<file path="src/rtl/core_exec.sv">
// Instruction-execution core: valid/ready input queue feeding a single-cycle
// execute stage with an internal register file and {Z,N,C,V} result flags.
module core_exec #(
    parameter  int unsigned DATA_W     = 8,
    parameter  int unsigned REG_N      = 4,
    parameter  int unsigned FIFO_DEPTH = 4,
    localparam int unsigned RA         = $clog2(REG_N),
    localparam int unsigned INST_W     = 3 + 2 * RA + DATA_W
) (
    input  logic              i_clk,
    input  logic              i_rsn,
    input  logic [INST_W-1:0] i_inst,
    input  logic              i_valid,
    output logic              o_ready,
    input  logic              i_hold,
    output logic              o_res_valid,
    output logic [DATA_W-1:0] o_data,
    output logic [3:0]        o_flag,
    output logic              o_busy
);

    localparam int unsigned PW = $clog2(FIFO_DEPTH);
    localparam int unsigned CW = PW + 1;

    typedef enum logic [2:0] {
        OP_NOP = 3'd0,
        OP_LDI = 3'd1,
        OP_ADD = 3'd2,
        OP_SUB = 3'd3,
        OP_AND = 3'd4,
        OP_OR  = 3'd5,
        OP_XOR = 3'd6,
        OP_OUT = 3'd7
    } op_e;

    // Input queue state
    logic [INST_W-1:0] mem [FIFO_DEPTH];
    logic [PW-1:0]     wr_ptr;
    logic [PW-1:0]     rd_ptr;
    logic [CW-1:0]     count;
    logic              push;
    logic              pop;

    // Execute stage state
    logic [INST_W-1:0] ex_inst;
    logic              ex_valid;
    logic [DATA_W-1:0] rf [REG_N];

    // Execute stage decode and datapath
    op_e               ex_op;
    logic [RA-1:0]     ex_dst;
    logic [RA-1:0]     ex_src;
    logic [DATA_W-1:0] ex_imm;
    logic [DATA_W-1:0] opa;
    logic [DATA_W-1:0] opb;
    logic [DATA_W:0]   sum_ext;
    logic [DATA_W:0]   diff_ext;
    logic [DATA_W-1:0] res;
    logic              c_flag;
    logic              v_flag;
    logic              wr_en;
    logic              res_en;

    assign o_ready = (count < CW'(FIFO_DEPTH));
    assign o_busy  = (count != '0) || ex_valid;
    assign push    = i_valid && o_ready;
    assign pop     = (count != '0) && !i_hold;

    // Queue storage carries no reset; occupancy is tracked by count
    always_ff @(posedge i_clk) begin
        if (push) begin
            mem[wr_ptr] <= i_inst;
        end
    end

    always_ff @(posedge i_clk or negedge i_rsn) begin
        if (!i_rsn) begin
            wr_ptr <= '0;
            rd_ptr <= '0;
            count  <= '0;
        end else begin
            if (push) begin
                wr_ptr <= wr_ptr + PW'(1);
            end
            if (pop) begin
                rd_ptr <= rd_ptr + PW'(1);
            end
            case ({push, pop})
                2'b10:   count <= count + CW'(1);
                2'b01:   count <= count - CW'(1);
                default: count <= count;
            endcase
        end
    end

    // Execute register: loaded on every pop, bubbles otherwise
    always_ff @(posedge i_clk or negedge i_rsn) begin
        if (!i_rsn) begin
            ex_inst  <= '0;
            ex_valid <= 1'b0;
        end else begin
            ex_valid <= pop;
            if (pop) begin
                ex_inst <= mem[rd_ptr];
            end
        end
    end

    assign ex_op    = op_e'(ex_inst[INST_W-1 -: 3]);
    assign ex_dst   = ex_inst[INST_W-4 -: RA];
    assign ex_src   = ex_inst[DATA_W +: RA];
    assign ex_imm   = ex_inst[DATA_W-1:0];
    assign opa      = rf[ex_dst];
    assign opb      = rf[ex_src];
    assign sum_ext  = {1'b0, opa} + {1'b0, opb};
    assign diff_ext = {1'b0, opa} - {1'b0, opb};

    // ALU: result, carry/borrow and signed overflow per opcode
    always_comb begin
        res    = '0;
        c_flag = 1'b0;
        v_flag = 1'b0;
        wr_en  = 1'b0;
        case (ex_op)
            OP_LDI: begin
                res   = ex_imm;
                wr_en = 1'b1;
            end
            OP_ADD: begin
                res    = sum_ext[DATA_W-1:0];
                c_flag = sum_ext[DATA_W];
                v_flag = (opa[DATA_W-1] == opb[DATA_W-1]) && (res[DATA_W-1] != opa[DATA_W-1]);
                wr_en  = 1'b1;
            end
            OP_SUB: begin
                res    = diff_ext[DATA_W-1:0];
                c_flag = diff_ext[DATA_W];
                v_flag = (opa[DATA_W-1] != opb[DATA_W-1]) && (res[DATA_W-1] != opa[DATA_W-1]);
                wr_en  = 1'b1;
            end
            OP_AND: begin
                res   = opa & opb;
                wr_en = 1'b1;
            end
            OP_OR: begin
                res   = opa | opb;
                wr_en = 1'b1;
            end
            OP_XOR: begin
                res   = opa ^ opb;
                wr_en = 1'b1;
            end
            OP_OUT: begin
                res = opb;
            end
            default: begin
                res = '0;
            end
        endcase
    end

    assign res_en = ex_valid && (ex_op != OP_NOP);

    // Register file writeback
    always_ff @(posedge i_clk or negedge i_rsn) begin
        if (!i_rsn) begin
            for (int unsigned i = 0; i < REG_N; i++) begin
                rf[i] <= '0;
            end
        end else if (ex_valid && wr_en) begin
            rf[ex_dst] <= res;
        end
    end

    // Result outputs hold their value between pulses
    always_ff @(posedge i_clk or negedge i_rsn) begin
        if (!i_rsn) begin
            o_res_valid <= 1'b0;
            o_data      <= '0;
            o_flag      <= 4'b0000;
        end else begin
            o_res_valid <= res_en;
            if (res_en) begin
                o_data <= res;
                o_flag <= {(res == '0), res[DATA_W-1], c_flag, v_flag};
            end
        end
    end

endmodule

</file>
<file path="config.mk">
export PLATFORM = sky130hd
export DESIGN_NAME = core_exec
export DESIGN_NICKNAME = d
export VERILOG_FILES = /design/src/rtl/core_exec.sv
export SDC_FILE = /design/constraint.sdc
export NUM_CORES = 1
export LEC_CHECK = 0
export ABC_AREA = 1
export CAP_MARGIN = 20
export CELL_PAD_IN_SITES_DETAIL_PLACEMENT = 2
export CELL_PAD_IN_SITES_GLOBAL_PLACEMENT = 2
export CORE_MARGIN = 4
export CORE_UTILIZATION = 30
export CTS_CLUSTER_DIAMETER = 30
export CTS_CLUSTER_SIZE = 25
export DETAILED_ROUTE_END_ITERATION = 10
export GPL_ROUTABILITY_DRIVEN = 1
export PLACE_DENSITY_LB_ADDON = 0.1
export SETUP_SLACK_MARGIN = 0.1
export SYNTH_ARGS = -nofsm -noshare
export SYNTH_HDL_FRONTEND = slang
export SYNTH_SLANG_ARGS = --single-unit
</file>
<file path="constraint.sdc">
create_clock -name i_clk -period 3.62 [get_ports i_clk]
set_input_delay 0.362 -clock i_clk [delete_from_list [all_inputs] [get_ports i_clk]]
set_output_delay 0.362 -clock i_clk [all_outputs]
set_load 0.1 [all_outputs]
</file>
# Yosys cells after proc, flatten, opt, wreduce, memory -nomap -nowiden
# Memory sizes are Yosys's and may differ from the RTL's. A register that Yosys moved wholly into a read port is not among the register bits.
# Index checks and enable logic that the tools add are counted.
[classes] add_sub_neg=6 n_mul=0 n_div=0 n_lt_le_gt_ge=4 eq_ne=13 n_shift=0 n_mux=16 n_bitwise=5 reduce_logical=15
[ops] operator="8-bit one-hot mux with 7 select lines" n=1
[ops] operator="8-bit two-way mux" n=5
[ops] operator="8-bit binary-select mux with 2-bit select" n=2
[ops] operator="32-bit bitwise mux" n=1
[ops] operator="8-bit demux with 2-bit select" n=1
[ops] operator="3-bit == test (second input constant)" n=4
[ops] operator="8-bit by 8-bit adder with 9-bit output" n=1
[ops] operator="8-bit by 8-bit subtractor with 9-bit output" n=1
[ops] operator="8-bit AND" n=1
[ops] operator="8-bit logical NOT" n=1
[ops] operator="8-bit bitwise OR" n=1
[ops] operator="8-bit XOR" n=1
[ops] operator="1-bit logical AND" n=7
[ops] operator="3-bit by 2-bit == test with 1-bit output (second input constant)" n=2
[ops] operator="3-bit greater-or-equal comparator (second input constant)" n=2
[ops] operator="2-bit NOT with 3-bit output" n=2
[ops] operator="3-bit one-hot mux with 2 select lines" n=1
[ops] operator="3-bit nonzero test" n=2
[ops] operator="6-bit OR reduction" n=1
[ops] operator="2-bit by 1-bit adder with 2-bit output (second input constant)" n=2
[ops] operator="1-bit one-hot mux with 2 select lines" n=2
[ops] operator="3-bit by 1-bit adder with 3-bit output (second input constant)" n=1
[ops] operator="3-bit by 1-bit == test with 1-bit output (second input constant)" n=1
[ops] operator="3-bit by 1-bit less-than comparator with 1-bit output (second input constant)" n=1
[ops] operator="10 further kinds" n=15
[totals] register_bits=53 latchBits=0 mem_bits_rw=60 romBits=0 in_bits=19 output_inout_bits=15 mem_count=1
[memory_table] memory="mem" words=4 width=15 rd=1 rd_ports_with_merged_regs=1 wr=1 line="37" source="logic [INST_W-1:0] mem [FIFO_DEPTH];"

# Logic depth before layout (Yosys ltp)
# Gate-level depths: netlist of the first run.
[logic_depth] depth_word=8 mapped_depth=21 mapped_depth_nobuf=21

# Worst setup path before layout of the first run
# Ideal clock, no wire load.
[synth_path] path_type="register -> register" start="register ex_inst[11], read port of mem" end="register o_flag[3]" setup_ps=68 t_arrival_ps=2543 t_required_ps=3552 path_slack_ps=1009 path_stages_with_launch=20 n_path_buf=0 period_less_slack_ps=2611 cell_sequence="dfrtp_1 inv_1 nand2_1 inv_1 a22oi_1 inv_1 a221oi_1 inv_1 fa_1 nand2_1 nand3_1 nand2_1 nand2_1 nand3_1 nand3_1 nand2_1 nand2_1 nor2_1 nand3_1 nand2_1"
[synth_via] elab_chain_len=7 word_cells_on_any_way=11 classes_between="add/sub (2); mux (4); bitwise (4); reduce/logical (1)"
[synth_lines] item="start: declaration" line="45" source="logic [INST_W-1:0] ex_inst;"
[synth_lines] item="2-bit NOT with 3-bit output (implied by the code) *" line="113" source="assign opa = rf[ex_dst];"
[synth_lines] item="8-bit binary-select mux with 2-bit select *" line="113"
[synth_lines] item="8-bit two-way mux (implied by the code) * (2 in series)" line="113"
[synth_lines] item="8-bit by 8-bit subtractor with 9-bit output (tied with other cells)" line="116" source="assign diff_ext = {1'b0, opa} - {1'b0, opb};"
[synth_lines] item="8-bit one-hot mux with 7 select lines *" line="124" source="case (ex_op)"
[synth_lines] item="8-bit logical NOT *" line="185" source="o_flag <= {(res == '0), res[DATA_W-1], c_flag, v_flag};"
[synth_lines] item="end signal: assignment" line="185"
[synth_lines] item="end: declaration" line="18" source="output logic [3:0] o_flag,"
# Mark *: on every way between the ends. The rest lies on a longest branch, timed or not. The select of a mux whose other input is x is not followed.
# A chain may end at the register's enable or synchronous reset.

# Final worst setup path of the first run
[layout_path] start="register ex_inst[10], read port of mem" end="register o_flag[3]"
# The elaborated chain is that of the path after synthesis.

==> flow_metrics.py, run 1 <==
metrics = {
    "place": {
        "gp_congestion": 0.881,
        "placed_cells_incl_taps": 1074,
        "detailedPlacementHpwl_um": 16100,
        "numPortBuffers": 33,
    },
    "timing": {
        "report.final.slew_viol_count": 0,
        "tmin_final_ns": 3.20,
        "final-setup-viol-count": 0,
        "max_slew_margin": 0.327,
        "final_min_period_over_clock_period": 0.884,
        "finalClockSkew_ns": 0.00949,
        "hold_viol_final": 0,
        "finalSetupTns_ns": 0,
        "unrepaired_setup_endpoints_after_global_routing": "no",
        "fmax_mhz": 313,
        "worst_slew_pin_slew_ns": 1.01,
    },
    "detailed_routing": {
        "wl_cell_um": 19.9,
        "routedLengthMet1_um": 9690,
        "route.met2.wl_um": 11200,
        "vias": 5581,
        "drt_pre_antenna_iters": 4,
        "maxUsedRoutingLayer": "met4",
        "totalWireLength_um": 22000,
        "number_of_design_rule_violations_left_by_the_first_detailed_router_iteration": 246,
        "postRouteAntennaNets": 0,
        "drcViolationCount": 0,
        "detailroute.wirelength.met3_um": 664,
        "route.detailed.vias_per_inst": 5.04,
    },
    "grt": {
        "grt_start_max_net_pins": 43,
        "number_of_global_route_vias_before_repair": 6302,
        "antenna_found_initial": 0,
        "globalRoute.totalOverflow": 0,
        "wire_length_of_the_first_global_routing_pass_um": 35100,
        "globalRouteTotalUtil": 0.187,
    },
    "setup_path": {
        "critical-path-max-stage-delay_ns": 0.43,
        "slowest_stage": "ha_1",
        "critical_path_class": "flip-flop to flip-flop",
        "worst_path_required_ns": 3.93,
        "end_kind": "flip-flop",
        "critical_path.reg2reg.startpoint": "ex_inst[10]",
        "cp_max_fo": 8,
        "critical_path.most_common_cell": "nand2_1",
        "cp-start-kind": "flip-flop",
        "cpLargestDelayFamily": "simple AND/OR/NAND/NOR gates",
        "timing.rr.end": "o_flag[3]",
        "critical_path_cell_list": "nand2_1, inv_1, a22oi_1, and2_1, ha_1, inv_1, a21oi_1, nand2_1, nand3_1, nand2_1, nand2_1, nand3_1, nand3_1, nand2_1, nand3_1, nand2_1",
        "worst_ep_arrival_time_ns": 3.51,
        "timing.reg2reg.setup_slack_ns": 0.42,
        "number_of_buffer_and_inverter_stages_on_the_critical_path": 2,
        "depth_of_the_worst_register_to_register_path": 16,
    },
    "synth": {
        "yosysTopAreaCell": "edfxtp_1",
        "syn_inst": 775,
        "ys_seq_area_frac": 0.520,
        "synth-warning-count": 0,
        "post_synth_instance_area_um2": 6690,
        "post_synth_main_area_contributors": "edfxtp_1 27%, dfrtp_1 25%, nand2_1 11%, ha_1 6.0%, o21ai_0 5.7%",
        "syn_area_per_cell_um2": 8.63,
        "synth.distinct_cells": 34,
        "synth_fp_nets": 829,
        "flop_and_latch_count_out_of_synthesis": 127,
        "synth_top_area_share": 0.270,
    },
    "die": {
        "dieArea_um2": 24700,
        "die_y_um": 157,
        "ios": 34,
        "floorplan.die.width_um": 157,
        "core_area_um2": 21900,
        "rows": 54,
        "start_util": 0.305,
    },
    "power_and_ir_drop": {
        "power_leakage_uw": 0.00349,
        "cellPowerDensity_nw_per_um2": 1040,
        "peakVddDrop_mv": 0.355,
    },
    "clock_network": {
        "cts_buffers": 17,
        "cts_tree": "yes",
        "clock_sink_count": 127,
        "clock_transition_at_the_register_clock_pins_on_the_worst_setup_and_hold_paths_after_cts_ns": 0.06,
        "htreeDepth": 4,
        "clock_latency_ns": 0.42,
        "root_buffer_cell": "clkbuf_16",
        "max-clock-path-buffers": 2,
        "cts_setup_buffers": 0,
    },
    "final_layout": {
        "antenna_cells": 0,
        "drive_above_1_share": 0.0738,
        "layout-area-overhead-vs-synth_pct": 18.7,
        "layout.core_utilization": 0.363,
        "layoutNonFillerInstCount": 1107,
        "number_of_nets_in_the_layout": 868,
    },
    "status": {
        "status": "finished, final reports clean",
    },
    "flow_run": {
        "max_cap_violations": 0,
    },
    "min_path": {
        "hold_path_class": "input port to asynchronous set/reset pin",
    },
}
repair_timing:
item / CTS / global route
endpoints found under the setup margin: 0 / 29
hold buffers: 1 / 0
hold endpoints to repair: 25 / 0
resized for setup: 0 / 4
worst max path at each step:
stage	depth (start not counted)	slack [ns]	from	end
after CTS	17	0.20	ex_inst[11]	o_flag[3]
after floorplan	19	1.01	ex_inst[11]	o_flag[3]
after global placement	17	0.32	ex_inst[11]	o_flag[3]
final	16	0.42	ex_inst[10]	o_flag[3]
after detailed placement	17	0.22	ex_inst[11]	o_flag[3]
after global routing	16	0.13	ex_inst[11]	o_flag[3]
cell families after synthesis:
kind of cell    Yosys count  share of synthesized area
flops                   127                      0.520
compound gates          138                      0.115
buf+inv                 109                     0.0676
xor+xnor                  6                    0.00786
simple gates            360                      0.221
fa+ha+maj                35                     0.0689
power breakdown:
part	total [uW]	switching (uW)	leakage (uW)	internal [uW]
sequential	2220	308	0.00141	1910
combinational	4330	3130	0.00180	1200
clock	1730	707	0.000281	1030
total	8280	4140	0.00349	4140
cell type report:
class | instances | area, um^2
Clock buffer | 18 | 429
Clock inverter | 14 | 154
Fill cell | 2469 | 14000
Inverter | 82 | 310
Multi-Input combinational cell | 539 | 2780
Sequential cell | 127 | 3480
Tap cell | 280 | 350
Timing Repair Buffer | 47 | 433
per-layer routing:
layer	GRT usage	vias to the layer above
li1	-	2645
met1	0.233	2831
met2	0.326	81
met3	0.0385	24
met4	0.0569	0
met5	0	-
synth_stat cells (all sizes together):
master	n
a21boi	1
dfrtp	67
nand4	7
ha	32
nand2	194
a31oi	3
clkbuf	11
o22ai	12
clkinv	2
nand3	61
nor3	4
buf	16
o21bai	2
o21ai	92
and2	5
inv	80
xnor2	1
edfxtp	60
a21oi	12
o21a	1
fa	3
nor2	89
xor2	5
a22oi	13
a221oi	2
flip-flops by register name, indices dropped and copies added (netlist names):
signal and count:
wr_ptr 2, ex_valid 1, rf 32, ex_inst 15
o_data 7, o_res_valid 1, count 3, rd_ptr 2
mem 60, o_flag 4
layout by cell type, fill, tap and decap left out, types with 6 or more instances in the layout:
cell               n
a21oi_1           10
a22oi_1           13
buf_4             13
clkbuf_16         17
clkdlybuf4s50_1   32
dfrtp_1           67
edfxtp_1          60
ha_1              32
inv_1             73
inv_2              6
inv_6              7
nand2_1          194
nand3_1           60
nand4_1            7
nor2_1            84
o21ai_0           76
o21ai_1           15
o22ai_1           12
per-stage QoR:
step	cell area, um^2	setup slack [ns]	total power, uW	hold slack [ns]
4_1_cts	7910	0.198	8380	0.494
3_3_place_gp	7320	0.321	6420	0.398
6_report	7940	0.421	8280	0.487
2_1_floorplan	6690	1.01	5110	0.0664
5_1_grt	7940	0.127	8980	0.524
3_5_place_dp	7320	0.224	6580	0.412
(Power assumes the default switching activity.)
==> run 2, diff against run 1 <==
--- a/config.mk
+++ b/config.mk
@@ -10,7 +10,7 @@
 export CELL_PAD_IN_SITES_DETAIL_PLACEMENT = 2
 export CELL_PAD_IN_SITES_GLOBAL_PLACEMENT = 2
 export CORE_MARGIN = 4
-export CORE_UTILIZATION = 30
+export CORE_UTILIZATION = 37
 export CTS_CLUSTER_DIAMETER = 30
 export CTS_CLUSTER_SIZE = 25
 export DETAILED_ROUTE_END_ITERATION = 10
==> flow_metrics.py, run 2 (synthesis gave the netlist of run 1 again) <==
metrics = {
    "clock_network": {
        "cts_tree": "yes",
        "clock_latency_ns": 0.42,
        "ctsHoldBuffers": 0,
        "cts_buffers": 17,
        "clock_sink_count": 127,
        "root_buffer_cell": "clkbuf_16",
        "htreeDepth": 4,
        "max-clock-path-buffers": 2,
        "clock_transition_at_the_register_clock_pins_on_the_worst_setup_and_hold_paths_after_cts_ns": 0.06,
    },
    "timing": {
        "worst_slew_pin_slew_ns": 0.991,
        "max_slew_margin": 0.337,
        "final_min_period_over_clock_period": 0.912,
        "final-setup-viol-count": 0,
        "fmax_mhz": 303,
        "finalClockSkew_ns": 0.0104,
        "finalSetupTns_ns": 0,
        "unrepaired_setup_endpoints_after_global_routing": "no",
        "hold_viol_final": 0,
        "report.final.slew_viol_count": 0,
        "tmin_final_ns": 3.30,
    },
    "setup_path": {
        "cp-start-kind": "flip-flop",
        "worst_path_required_ns": 3.93,
        "worst_ep_arrival_time_ns": 3.61,
        "cp_max_fo": 10,
        "critical_path_class": "flip-flop to flip-flop",
        "end_kind": "flip-flop",
    },
    "detailed_routing": {
        "vias": 5619,
        "wl_cell_um": 21.8,
        "route.met2.wl_um": 12000,
        "number_of_design_rule_violations_left_by_the_first_detailed_router_iteration": 232,
        "routedLengthMet1_um": 10100,
        "drcViolationCount": 0,
        "drt_pre_antenna_iters": 4,
        "detailroute.wirelength.met3_um": 589,
        "route.detailed.vias_per_inst": 5.34,
        "totalWireLength_um": 22900,
        "postRouteAntennaNets": 0,
        "maxUsedRoutingLayer": "met4",
    },
    "grt": {
        "number_of_global_route_vias_before_repair": 6366,
        "globalRoute.totalOverflow": 0,
        "grt_start_max_net_pins": 38,
        "globalRouteTotalUtil": 0.236,
        "antenna_found_initial": 0,
        "wire_length_of_the_first_global_routing_pass_um": 36400,
    },
    "power_and_ir_drop": {
        "pwr-share-clk": 0.222,
        "pwr-share-seq": 0.262,
        "cellPowerDensity_nw_per_um2": 1080,
        "net-switching-power_uw": 4210,
        "power.switching_fraction": 0.492,
        "combPwrFrac": 0.515,
        "cell_internal_power_uw": 4340,
        "peakVddDrop_mv": 0.512,
        "power_leakage_uw": 0.00351,
    },
    "final_layout": {
        "layout.core_utilization": 0.455,
        "mostFrequentLayoutCell": "nand2_1",
        "top_library_cells_by_usage_in_the_layout_fill_and_taps_aside": "194 x nand2_1, 84 x nor2_1, 76 x o21ai_0",
        "reg.largest.list": "mem (60), rf (32), ex_inst (15)",
        "registers.top_by_ff_count": "mem",
        "layout-area-overhead-vs-synth_pct": 18.8,
        "number_of_nets_in_the_layout": 868,
        "largest_register_ff_count": 60,
        "fillCellCount": 1865,
        "drive_above_1_share": 0.0774,
        "antenna_cells": 0,
    },
    "flow_run": {
        "max_cap_violations": 0,
    },
    "min_path": {
        "hold_path_class": "input port to asynchronous set/reset pin",
    },
    "place": {
        "numPortBuffers": 33,
        "detailedPlacementHpwl_um": 15700,
        "gp_congestion": 0.881,
    },
    "die": {
        "core_area_um2": 17500,
        "dieArea_um2": 20300,
        "ios": 34,
        "floorplan.die.width_um": 142,
        "die_y_um": 142,
        "rows": 48,
        "start_util": 0.383,
    },
    "status": {
        "status": "finished, final reports clean",
    },
}
run 2: area by class of cell:
class	instances	area [um^2]	share of cell area
flip-flops and latches	127	3480	0.438
multi-input cells	539	2780	0.350
repair buffers	47	443	0.0558
clock buffers	18	429	0.0540
inverters	82	314	0.0395
well taps	225	282	0.0354
clock inverters	14	215	0.0271
run 2: repair_timing:
action                                  in CTS  in global routing
buffers inserted                             0                  3
endpoints found under the setup margin       0                 27
hold endpoints to repair                     0                  0
resized for setup                            0                  6
run 2: metrics by stage:
| step | std cells | power (uW) | worst slack (ns) | area [um^2] | hold slack (ns) |
|---|---|---|---|---|---|
| after floorplan | 775 | 5110 | 1.01 | 6690 | 0.0664 |
| after global placement | 1017 | 6280 | 0.400 | 7240 | 0.468 |
| after detailed placement | 1017 | 6520 | 0.264 | 7240 | 0.477 |
| after CTS | 1049 | 8540 | 0.231 | 7880 | 0.0907 |
| after global routing | 1052 | 9190 | 0.136 | 7940 | 0.138 |
| final | 1052 | 8550 | 0.319 | 7940 | 0.0587 |
run 2: critical path, stage by stage (launching register included):
cell and delay (ns):
dfrtp_1 0.42, nand2_1 0.16, clkinvlp_4 0.17, buf_12 0.17, a221oi_1 0.47, ha_1 0.47, o21bai_1 0.18, a21boi_1 0.27
nand2_1 0.14, nand2_1 0.08, nand3_1 0.07, nand3_1 0.14, nand2_1 0.20, o21ai_1 0.26
run 2: path summary, 6_finish.rpt:
kind | start | endpoint | slack, ns | cells past startpoint
min reg2reg | o_flag[0] | o_flag[0] | 0.49 | 2
min in group i_clk | o_flag[0] | o_flag[0] | 0.49 | 2
max reg2reg | ex_inst[11] | rf[23] | 0.32 | 13
max | ex_inst[11] | rf[23] | 0.32 | 13
max in group asynchronous | i_rsn | ex_inst[8] | 2.56 | 2
min | i_rsn | wr_ptr[0] | 0.06 | 1
run 2: layer usage:
metal,global-route usage,up-vias
li1,-,2646
met1,0.296,2865
met2,0.427,91
met3,0.0370,17
met4,0.0600,0
met5,0,-
run 2: power groups by stage:
stage	sequential [uW]	clock (uW)	combinational [uW]
final	2240	1900	4400
after global routing	2290	2000	4900
after CTS	2240	1930	4370
after detailed placement	2250	0	4280
after global placement	2220	0	4070
after floorplan	2470	0	2640
==> run 3, diff against run 2 <==
--- a/config.mk
+++ b/config.mk
@@ -15,8 +15,9 @@
 export CTS_CLUSTER_SIZE = 25
 export DETAILED_ROUTE_END_ITERATION = 10
 export GPL_ROUTABILITY_DRIVEN = 1
-export PLACE_DENSITY_LB_ADDON = 0.1
+export PLACE_DENSITY = 0.8
 export SETUP_SLACK_MARGIN = 0.1
+export SKIP_LAST_GASP = 1
 export SYNTH_ARGS = -nofsm -noshare
 export SYNTH_HDL_FRONTEND = slang
 export SYNTH_SLANG_ARGS = --single-unit
==> flow_metrics.py, run 3 (synthesis gave the netlist of run 1 again) <==
metrics = {
    "status": {
        "status": "finished, final reports clean",
    },
    "timing": {
        "unrepaired_setup_endpoints_after_global_routing": "no",
        "finalClockSkew_ns": 0.00905,
        "report.final.slew_viol_count": 0,
        "fmax_mhz": 312,
        "final-setup-viol-count": 0,
        "worst_slew_pin_slew_ns": 0.997,
        "tmin_final_ns": 3.20,
        "hold_viol_final": 0,
        "final_min_period_over_clock_period": 0.885,
        "finalSetupTns_ns": 0,
        "max_slew_margin": 0.333,
        "worst_slack_ns": 0.417,
    },
    "final_layout": {
        "registers.top_by_ff_count": "mem",
        "layout-area-overhead-vs-synth_pct": 17.7,
        "mostFrequentLayoutCell": "nand2_1",
        "layout.core_utilization": 0.450,
        "layoutNonFillerInstCount": 1051,
        "antenna_cells": 0,
        "largest_register_ff_count": 60,
        "number_of_nets_in_the_layout": 867,
        "reg.largest.list": "mem (60), rf (32), ex_inst (15)",
        "fin_area_um2": 7870,
        "drive_above_1_share": 0.0714,
        "top_library_cells_by_usage_in_the_layout_fill_and_taps_aside": "194 x nand2_1, 85 x nor2_1, 76 x o21ai_0",
        "fillCellCount": 1919,
    },
    "power_and_ir_drop": {
        "power.switching_fraction": 0.502,
        "combPwrFrac": 0.522,
        "net-switching-power_uw": 4160,
        "pwr-share-clk": 0.212,
        "power_leakage_uw": 0.00349,
        "peakVddDrop_mv": 0.463,
        "pwr-share-seq": 0.267,
        "cell_internal_power_uw": 4120,
        "cellPowerDensity_nw_per_um2": 1050,
    },
    "clock_network": {
        "cts_setup_buffers": 0,
        "cts_buffers": 17,
        "clock_latency_ns": 0.43,
        "clock_transition_at_the_register_clock_pins_on_the_worst_setup_and_hold_paths_after_cts_ns": 0.06,
        "root_buffer_cell": "clkbuf_16",
        "cts_tree": "yes",
        "clock_sink_count": 127,
        "htreeDepth": 4,
        "max-clock-path-buffers": 2,
    },
    "setup_path": {
        "path_depth": 15,
        "number_of_buffer_and_inverter_stages_on_the_critical_path": 1,
        "critical_path_class": "flip-flop to flip-flop",
        "critical-path-max-stage-delay_ns": 0.47,
        "slowest_stage": "fa_1",
        "cp_max_fo": 8,
        "worst_ep_arrival_time_ns": 3.57,
        "worst_path_required_ns": 3.98,
        "cp-start-kind": "flip-flop",
        "cpLargestDelayFamily": "simple AND/OR/NAND/NOR gates",
        "depth_of_the_worst_register_to_register_path": 15,
        "end_kind": "flip-flop",
        "critical_path_cell_list": "nor2_1, a22oi_1, and2_1, inv_1, ha_1, fa_1, nand4_1, nand2_1, nor2_1, nand3_1, a21oi_1, nand2_1, nor2_1, nand3_1, nand2_1",
    },
    "detailed_routing": {
        "number_of_design_rule_violations_left_by_the_first_detailed_router_iteration": 251,
        "totalWireLength_um": 22000,
        "drcViolationCount": 0,
        "drt_pre_antenna_iters": 4,
        "route.detailed.vias_per_inst": 5.38,
        "postRouteAntennaNets": 0,
        "wl_cell_um": 21.0,
        "vias": 5659,
    },
    "die": {
        "dieArea_um2": 20300,
        "rows": 48,
        "die_y_um": 142,
        "start_util": 0.383,
        "core_area_um2": 17500,
        "floorplan.die.width_um": 142,
        "ios": 34,
    },
    "flow_run": {
        "max_cap_violations": 0,
    },
    "place": {
        "placed_area_um2": 7240,
        "detailedPlacementHpwl_um": 15400,
        "placed_cells_incl_taps": 1017,
        "placement.setup.worst_slack_ns": 0.310,
        "numPortBuffers": 33,
        "gp_congestion": 0.920,
    },
    "grt": {
        "grt_start_max_net_pins": 45,
        "globalRouteTotalUtil": 0.228,
        "globalRoute.totalOverflow": 0,
        "number_of_global_route_vias_before_repair": 6428,
        "antenna_found_initial": 0,
        "wire_length_of_the_first_global_routing_pass_um": 35600,
    },
    "min_path": {
        "hold_path_class": "input port to asynchronous set/reset pin",
    },
}
[run 3: changes by cell type in the layout (fill, tap and decap cells not counted), moves of 2 or more]
cell	change
buf_4	-2
inv_8	+3
bufinv_16	-3
clkinv_2	-2
inv_6	+3
[run 3: layout make-up]
type                            count  area [um^2]  share of cell area
Timing Repair Buffer               46          438              0.0556
Clock buffer                       17          425              0.0540
Sequential cell                   127         3480               0.442
Tap cell                          225          282              0.0358
Inverter                           82          310              0.0394
Multi-Input combinational cell    539         2760               0.351
Clock inverter                     15          174              0.0221
[run 3: path summary, 6_finish.rpt]
kind	start	endpoint	slack [ns]
max	ex_inst[10]	o_flag[3]	0.42
min	i_rsn	o_data[1]	0.32
max reg2reg	ex_inst[10]	o_flag[3]	0.42
min reg2reg	o_flag[0]	o_flag[0]	0.50
max in group asynchronous	i_rsn	o_data[2]	2.71
min in group i_clk	o_flag[0]	o_flag[0]	0.50
[run 3: what timing repair did]
item / in CTS / in global routing
resized for setup: 0 / 1
hold buffers: 0 / 1
endpoints found under the hold margin: 0 / 7
setup endpoints to repair: 0 / 22
[run 3: power by group through the flow]
stage	Sequential [uW]	Combinational, uW	Clock (uW)
finish	2210	4320	1750
detailed placement	2220	4260	0
global placement	2190	4060	0
global route	2250	4810	1860
CTS	2210	4330	1790
floorplan	2470	2640	0
[run 3: per-layer routing]
layer / vias to the layer above / wire length, um / global-route usage / part of all wire
met3: 34 / 699 / 0.0403 / 0.032
met2: 101 / 11300 / 0.405 / 0.51
li1: 2650 / - / - / -
met5: - / 0 / 0 / 0
met4: 0 / 513 / 0.0790 / 0.023
met1: 2874 / 9550 / 0.280 / 0.43
[run 3: stage by stage]
step	power [uW]	hold WS, ns
3_5_place_dp	6480	0.488
4_1_cts	8330	0.156
3_3_place_gp	6260	0.465
5_1_grt	8920	0.345
2_1_floorplan	5110	0.0664
6_report	8280	0.324
[run 3: worst register-to-register path: cells and delay by family (launching register included)]
kind / cells / cell delay (ns)
and+or+nand+nor: 10 / 1.52
AOI/OAI and AO/OA: 2 / 0.42
DFF: 1 / 0.41
adders and majority gates: 2 / 0.70
buffers and inverters: 1 / 0.08
